### config.mk
export PLATFORM = sky130hd
export DESIGN_NAME = shared_reg_arbiter
export DESIGN_NICKNAME = d
export VERILOG_FILES = /design/src/rtl/shared_reg_arbiter.sv
export SDC_FILE = /design/constraint.sdc
export NUM_CORES = 1
export LEC_CHECK = 0
export ABC_AREA = 1
export CAP_MARGIN = 40
export CORE_MARGIN = 2
export CORE_UTILIZATION = 41
export CTS_CLUSTER_DIAMETER = 120
export DETAILED_ROUTE_END_ITERATION = 16
export PLACE_DENSITY = 0.81
export SETUP_SLACK_MARGIN = 0.4
export SLEW_MARGIN = 10
export SYNTH_ARGS = -nofsm -noshare
export SYNTH_HDL_FRONTEND = slang
export SYNTH_SLANG_ARGS = --single-unit
### constraint.sdc
create_clock -name clk -period 1.7 [get_ports clk]
set_clock_uncertainty 0.1 [all_clocks]
set_input_delay 0.425 -clock clk [delete_from_list [all_inputs] [get_ports clk]]
set_output_delay 0.425 -clock clk [all_outputs]
set_load 0.01 [all_outputs]
### src/rtl/shared_reg_arbiter.sv
// Round-robin write arbiter for one shared WIDTH-bit register (q/qn); grant is registered, commit + ack one cycle later.
// Define ARB_FIXED_PRIO_EN to select lowest-index-wins priority instead of round-robin.
module shared_reg_arbiter #(
    parameter int NUM_REQ = 4,
    parameter int WIDTH   = 8
) (
    input  logic                       clk,
    input  logic                       reset_n,
    input  logic [NUM_REQ-1:0]         req,
    input  logic [NUM_REQ*WIDTH-1:0]   wdata,
    output logic [NUM_REQ-1:0]         gnt,
    output logic                       ack,
    output logic [2:0]                 owner,
    output logic                       busy,
    output logic [WIDTH-1:0]           q,
    output logic [WIDTH-1:0]           qn
);

    localparam int IW = (NUM_REQ > 1) ? $clog2(NUM_REQ) : 1;
    localparam logic [IW-1:0] LAST = IW'(NUM_REQ - 1);

    typedef enum logic {S_IDLE, S_GRANT} state_e;

    state_e               state_q, state_d;
    logic [IW-1:0]        win_q, win_d;
    logic [NUM_REQ-1:0]   gnt_q, gnt_d;
    logic                 ack_q, ack_d;
    logic [2:0]           owner_q, owner_d;
    logic                 busy_q, busy_d;
    logic [WIDTH-1:0]     data_q, data_d;
`ifndef ARB_FIXED_PRIO_EN
    logic [IW-1:0]        ptr_q, ptr_d;
`endif
    logic [IW-1:0]        pick;
    logic                 pick_vld;
    logic [WIDTH-1:0]     wd [NUM_REQ];

    for (genvar i = 0; i < NUM_REQ; i++) begin : g_slice
        assign wd[i] = wdata[i*WIDTH +: WIDTH];
    end

    // Scan requesters starting at the search origin; the first one found wins.
    always_comb begin : arb
        int idx;
        idx      = 0;
        pick     = '0;
        pick_vld = 1'b0;
        for (int k = 0; k < NUM_REQ; k++) begin
`ifdef ARB_FIXED_PRIO_EN
            idx = k;
`else
            idx = int'(ptr_q) + k;
            if (idx >= NUM_REQ) idx = idx - NUM_REQ;
`endif
            if (!pick_vld && req[idx[IW-1:0]]) begin
                pick_vld = 1'b1;
                pick     = idx[IW-1:0];
            end
        end
    end

    always_comb begin
        state_d = state_q;
        win_d   = win_q;
        gnt_d   = gnt_q;
        ack_d   = 1'b0;
        owner_d = owner_q;
        busy_d  = busy_q;
        data_d  = data_q;
`ifndef ARB_FIXED_PRIO_EN
        ptr_d   = ptr_q;
`endif
        case (state_q)
            S_IDLE: begin
                if (pick_vld) begin
                    win_d   = pick;
                    gnt_d   = NUM_REQ'(1) << pick;
                    busy_d  = 1'b1;
                    state_d = S_GRANT;
                end
            end
            S_GRANT: begin
                gnt_d   = '0;
                busy_d  = 1'b0;
                state_d = S_IDLE;
                // A dropped request abandons the grant without touching q, owner or pointer.
                if (req[win_q]) begin
                    data_d  = wd[win_q];
                    ack_d   = 1'b1;
                    owner_d = 3'(win_q);
`ifndef ARB_FIXED_PRIO_EN
                    ptr_d   = (win_q == LAST) ? '0 : win_q + IW'(1);
`endif
                end
            end
            default: state_d = S_IDLE;
        endcase
    end

    always_ff @(posedge clk) begin
        if (!reset_n) begin
            state_q <= S_IDLE;
            win_q   <= '0;
            gnt_q   <= '0;
            ack_q   <= 1'b0;
            owner_q <= '0;
            busy_q  <= 1'b0;
            data_q  <= '0;
`ifndef ARB_FIXED_PRIO_EN
            ptr_q   <= '0;
`endif
        end else begin
            state_q <= state_d;
            win_q   <= win_d;
            gnt_q   <= gnt_d;
            ack_q   <= ack_d;
            owner_q <= owner_d;
            busy_q  <= busy_d;
            data_q  <= data_d;
`ifndef ARB_FIXED_PRIO_EN
            ptr_q   <= ptr_d;
`endif
        end
    end

    assign gnt   = gnt_q;
    assign ack   = ack_q;
    assign owner = owner_q;
    assign busy  = busy_q;
    assign q     = data_q;
    assign qn    = ~data_q;

endmodule
Word-level counts from Yosys, hierarchy flattened --
Cells that the tools add are included.
Storage, ports and cells: bits in registers 21, output and inout port bits 25
Operators by class: $add $sub $neg 8, order comparisons 10, eq/ne operators 2, shift operators 1, multiplexer cells 33, bitwise gates (word level) 3, reductions and logical operators 9
Operators by type and width (count):
- $mux 2 | 9
- $bmux 8 s2 | 1
- $mux 8 | 2
- $lt 2x3->1 const B | 5
- $ge 3x3->1 const B | 4
- $mux 1 | 12
- $bmux 1 s2 | 5
- $not 8->8 | 1
- $pmux 4 s2 | 1
- $sub 2x1->2 const B | 4
- $add 2x2->3 const B | 2
- $reduce_and 2->1 | 3
- $mux 4 | 1
- $pmux 1 s2 | 2
- $shl 1x2->4 const A | 1
- $add 2x1->3 const B | 1
- $ge 2x3->1 const B | 1
- $logic_and 1x1->1 | 3
- $logic_not 1->1 | 3
- $not 2->3 | 1
- $add 2x1->2 const B | 1
- $eq 2x2->1 const B | 1
- $ne 2x2->1 const B | 1
- $not 1->1 | 1

Depth between registers and ports, before layout --
depth in word-level cells 17, depth in mapped cells 12, gate-level depth less buffers 11

Worst setup path before layout --
OpenSTA, ideal clock, no wires.
path kind reg2reg, start reg ptr_q[0], end reg win_q[0], arrival 1.277 ns, slack 0.206 ns, cell stages (with the launch flop) 11, path through dfxtp_1 -> buf_6 -> nand2_1 -> nand2_2 -> nand2_1 -> nand2_2 -> nand2_2 -> o21ai_4 -> inv_2 -> o21ai_1 -> a21oi_1
On the way: cells in the longest elaborated chain, start to end 15, elaborated cells between the ends (all ways) 38, classes of those cells add/sub: 7; order compare: 4; mux: 20; reduce/logical: 7
RTL lines:
- start, declared | RTL line 32 | logic [IW-1:0] ptr_q, ptr_d;
- start signal, assigned | RTL line 121 | ptr_q <= ptr_d;
- branches (longest 15 deep; another with $add 2x1->3)
- end signal, assigned | RTL line 114 | win_q <= win_d;
- end, declared | RTL line 25 | logic [IW-1:0] win_q, win_d;
Parallel ways; which one is timed is not known. The select of a mux whose other input is x is not followed. A chain may end at the register's enable or synchronous reset.

Worst setup path after layout --
start reg ptr_q[0], end reg gnt_q[1] (netlist: gnt[1])
On the way: cells in the longest elaborated chain, start to end 17, elaborated cells between the ends (all ways) 41, classes of those cells add/sub: 7; order compare: 4; eq/ne: 1; shift: 1; mux: 22; reduce/logical: 6
RTL lines:
- branches (longest 17 deep; another with $add 2x1->3)
- end signal, assigned | RTL line 115 | gnt_q <= gnt_d;
- end, declared | RTL line 26 | logic [NUM_REQ-1:0] gnt_q, gnt_d;
Parallel ways; which one is timed is not known. The select of a mux whose other input is x is not followed.

==> run metrics <==
LEAKAGE 1.155 nW; Seq/Total Area, Yosys a little under a third; Max Clock Freq 626.7 MHz; worst-skew pair later-pin latency about 310 ps; number of global-route vias before repair around 1600; GRT Util Overall 24.31%; Synth Flop Type dfxtp_1; total power between 2 and 3 mW; Worst Hold End gnt[2]; root buf cell clkbuf_4; DR WL/cell 14.05 um; post-route cell area 2576 um2; Async S/R FF share, synth 0%; reg2reg end gnt[1]; Remaining Overflow, GRT 0; WL final 4959 um; Setup Crit Path Kind flop to flop; Tmin final 1596 ps; Mapped Cells approximately 220; layout cells sized above 1 between 40% and 50%; Reg2Reg Depth 10; Power Internal roughly 1.7 mW; Clk pwr share slightly above 8%; HP Start gnt[2]; RSZ-0062 raised after global routing true; outcome completed; pin count of the biggest net entering global routing 20; num rows 20; Critical Path AT between 1500 and 2000 ps; Non-Filler Instances roughly 350; drt initial violations 126; Final Wtd Congestion 0.9342; DR vias 1861; final slew viol count 0; port buffer count 61; placed insts 323; fin nets ~350; H-Tree Level Count 1; Fillers 198; switching share of power 43.85%; Storage cell area 455.4 um2; # IOs 63; die width 61.28 um; Yosys Warn Count 0; Peak VDD IR 0.0005750 V; initial antenna violation count 0; endpoints failing setup 0; Area growth syn-to-layout 91.53%; multi-input logic area 979.7 um2; DRT Pass-1 Iters 4; distinct cell type count after synthesis 25; Die Y 61.28 um; Die Area approximately 3800 um2; Yosys reg bits 21; Critical Path Source Type flop; Post-DP Area slightly above 2000 um2; Final Util 83.70%; Cell Area, Synth between 1000 and 1500 um2; period utilization 93.86%; Logic pwr share 66.1%; clk slew on worst S/H paths between 100 and 150 ps; starting density of the core 43.70%; Critical R2R Launch ptr_q[0]; most frequent cells in the layout nand2_1 (33), clkdlybuf4s50_1 (33), nor2_1 (30); pwr dens ~1200 nW/um2; n_diodes 0; vias per cell 5.272; clk buf depth 2; first-pass GRT wire length roughly 6900 um; Routed Antenna Nets 0; dpl hpwl 2912 um; DRC violations left 0; CTS tree yes; cts bufs inserted 3; number of failing hold endpoints at the final stage 0; core area 3078 um2; EDFF count, synth 0; CP Capture Type flop; Avg Cell Area, Syn ~6.2 um2; Hold Path Class flop to flop; clock sink count 21; Net Switching 1.300 mW; part of the power in registers 25.7%; worst hold path stage count 2; max cap viols 0; critical path fanouts, max 7; syn nets 255; R2R setup slack 100 ps; Worst Path Required 1850 ps
==> stage by stage <==
stage	setup slack (ps)	setup TNS (ps)	hold WS [ps]
floorplan	250.8	0	387.3
global placement	-343.7	-5201	354.5
detailed placement	-345.5	-5158	353.0
CTS	137.9	0	371.7
global route	24.50	0	397.0
finish	104.4	0	369.7
==> synthesized netlist by cell type, types with 2 or more instances <==
cell type,count,area share (%)
nand2_1,50,14
nor2_1,34,9.5
o21ai_0,25,9.3
dfxtp_1,21,31
inv_1,18,5.0
a21oi_1,11,4.1
nand3_1,10,3.7
nand2_2,6,2.8
a31oi_1,5,2.3
buf_2,5,1.9
inv_2,5,1.4
a211oi_1,4,2.2
clkbuf_1,3,0.84
nand4_1,3,1.4
o21ai_1,3,1.1
o22ai_1,3,1.4
buf_6,2,1.7
==> power groups by stage <==
stage	clock, mW	combinational [mW]	sequential (mW)
floorplan	0	0.791	0.724
global placement	0	1.30	0.714
global route	0.259	2.10	0.773
detailed placement	0	1.31	0.713
CTS	0.240	1.56	0.729
finish	0.243	1.96	0.761
==> critical path, stage by stage, from the launching register on <==
cell and delay (ps):
dfxtp_4 400, buf_8 150, o21ai_4 200, nand2_1 110, nand2_1 70, nand2_1 60
nand2_2 90, nand2_2 60, nand2_2 90, nand3_2 90, a21oi_2 130
==> flip-flops by register name (all words and copies together) (netlist names) <==
register	cells
gnt	4
ack	1
busy	1
state_q	1
q	8
owner	2
win_q	2
ptr_q	2
==> per-layer routing <==
layer / share of wire, % / track usage (%) / wire (um) / up-vias
met5: 0 / 0 / 0 / -
met4: 1.2 / 5.280 / 60 / 0
met3: 7.3 / 5.462 / 363 / 10
met2: 53 / 45.29 / 2634 / 83
met1: 38 / 28.15 / 1901 / 876
li1: - / - / - / 892
==> final cells by class <==
cell class              count  area share, %
flip-flops and latches     21          17.68
multi-input cells         161          38.03
clock buffers               3         0.8742
repair inverters            1         0.2428
repair buffers             99          36.91
clock inverters             1         0.1943
well taps                  44          2.137
inverters                  23          3.934
==> kinds of logic (layout without fill, tap and decap cells) <==
kind of cell / Yosys count / after routing / synth area share (%)
fa+ha+maj: 1 / 1 / 0.9301
simple gates: 106 / 106 / 33.86
flops: 21 / 21 / 31.26
buf+inv: 34 / 127 / 11.35
other cells: 1 / 1 / 0.2788
compound gates: 53 / 53 / 22.33
==> worst max path at each step <==
stage	startpoint	to	depth (start not counted)
after global routing	ptr_q[0]	gnt[1]	10
after detailed placement	req[3]	win_q[0]	9
after global placement	req[1]	win_q[0]	11
after CTS	ptr_q[0]	gnt[2]	9
final	ptr_q[0]	gnt[1]	10
after floorplan	ptr_q[0]	win_q[0]	9
==> timing repair <==
action | in CTS | in global routing
hold buffers | 0 | 0
pin swaps | 12 | 24
resized for setup | 170 | 57
buffers inserted | 15 | 10
cloned | 0 | 1
endpoints found under the setup margin | 45 | 43
Note: power is estimated with default switching activity, not from simulation.
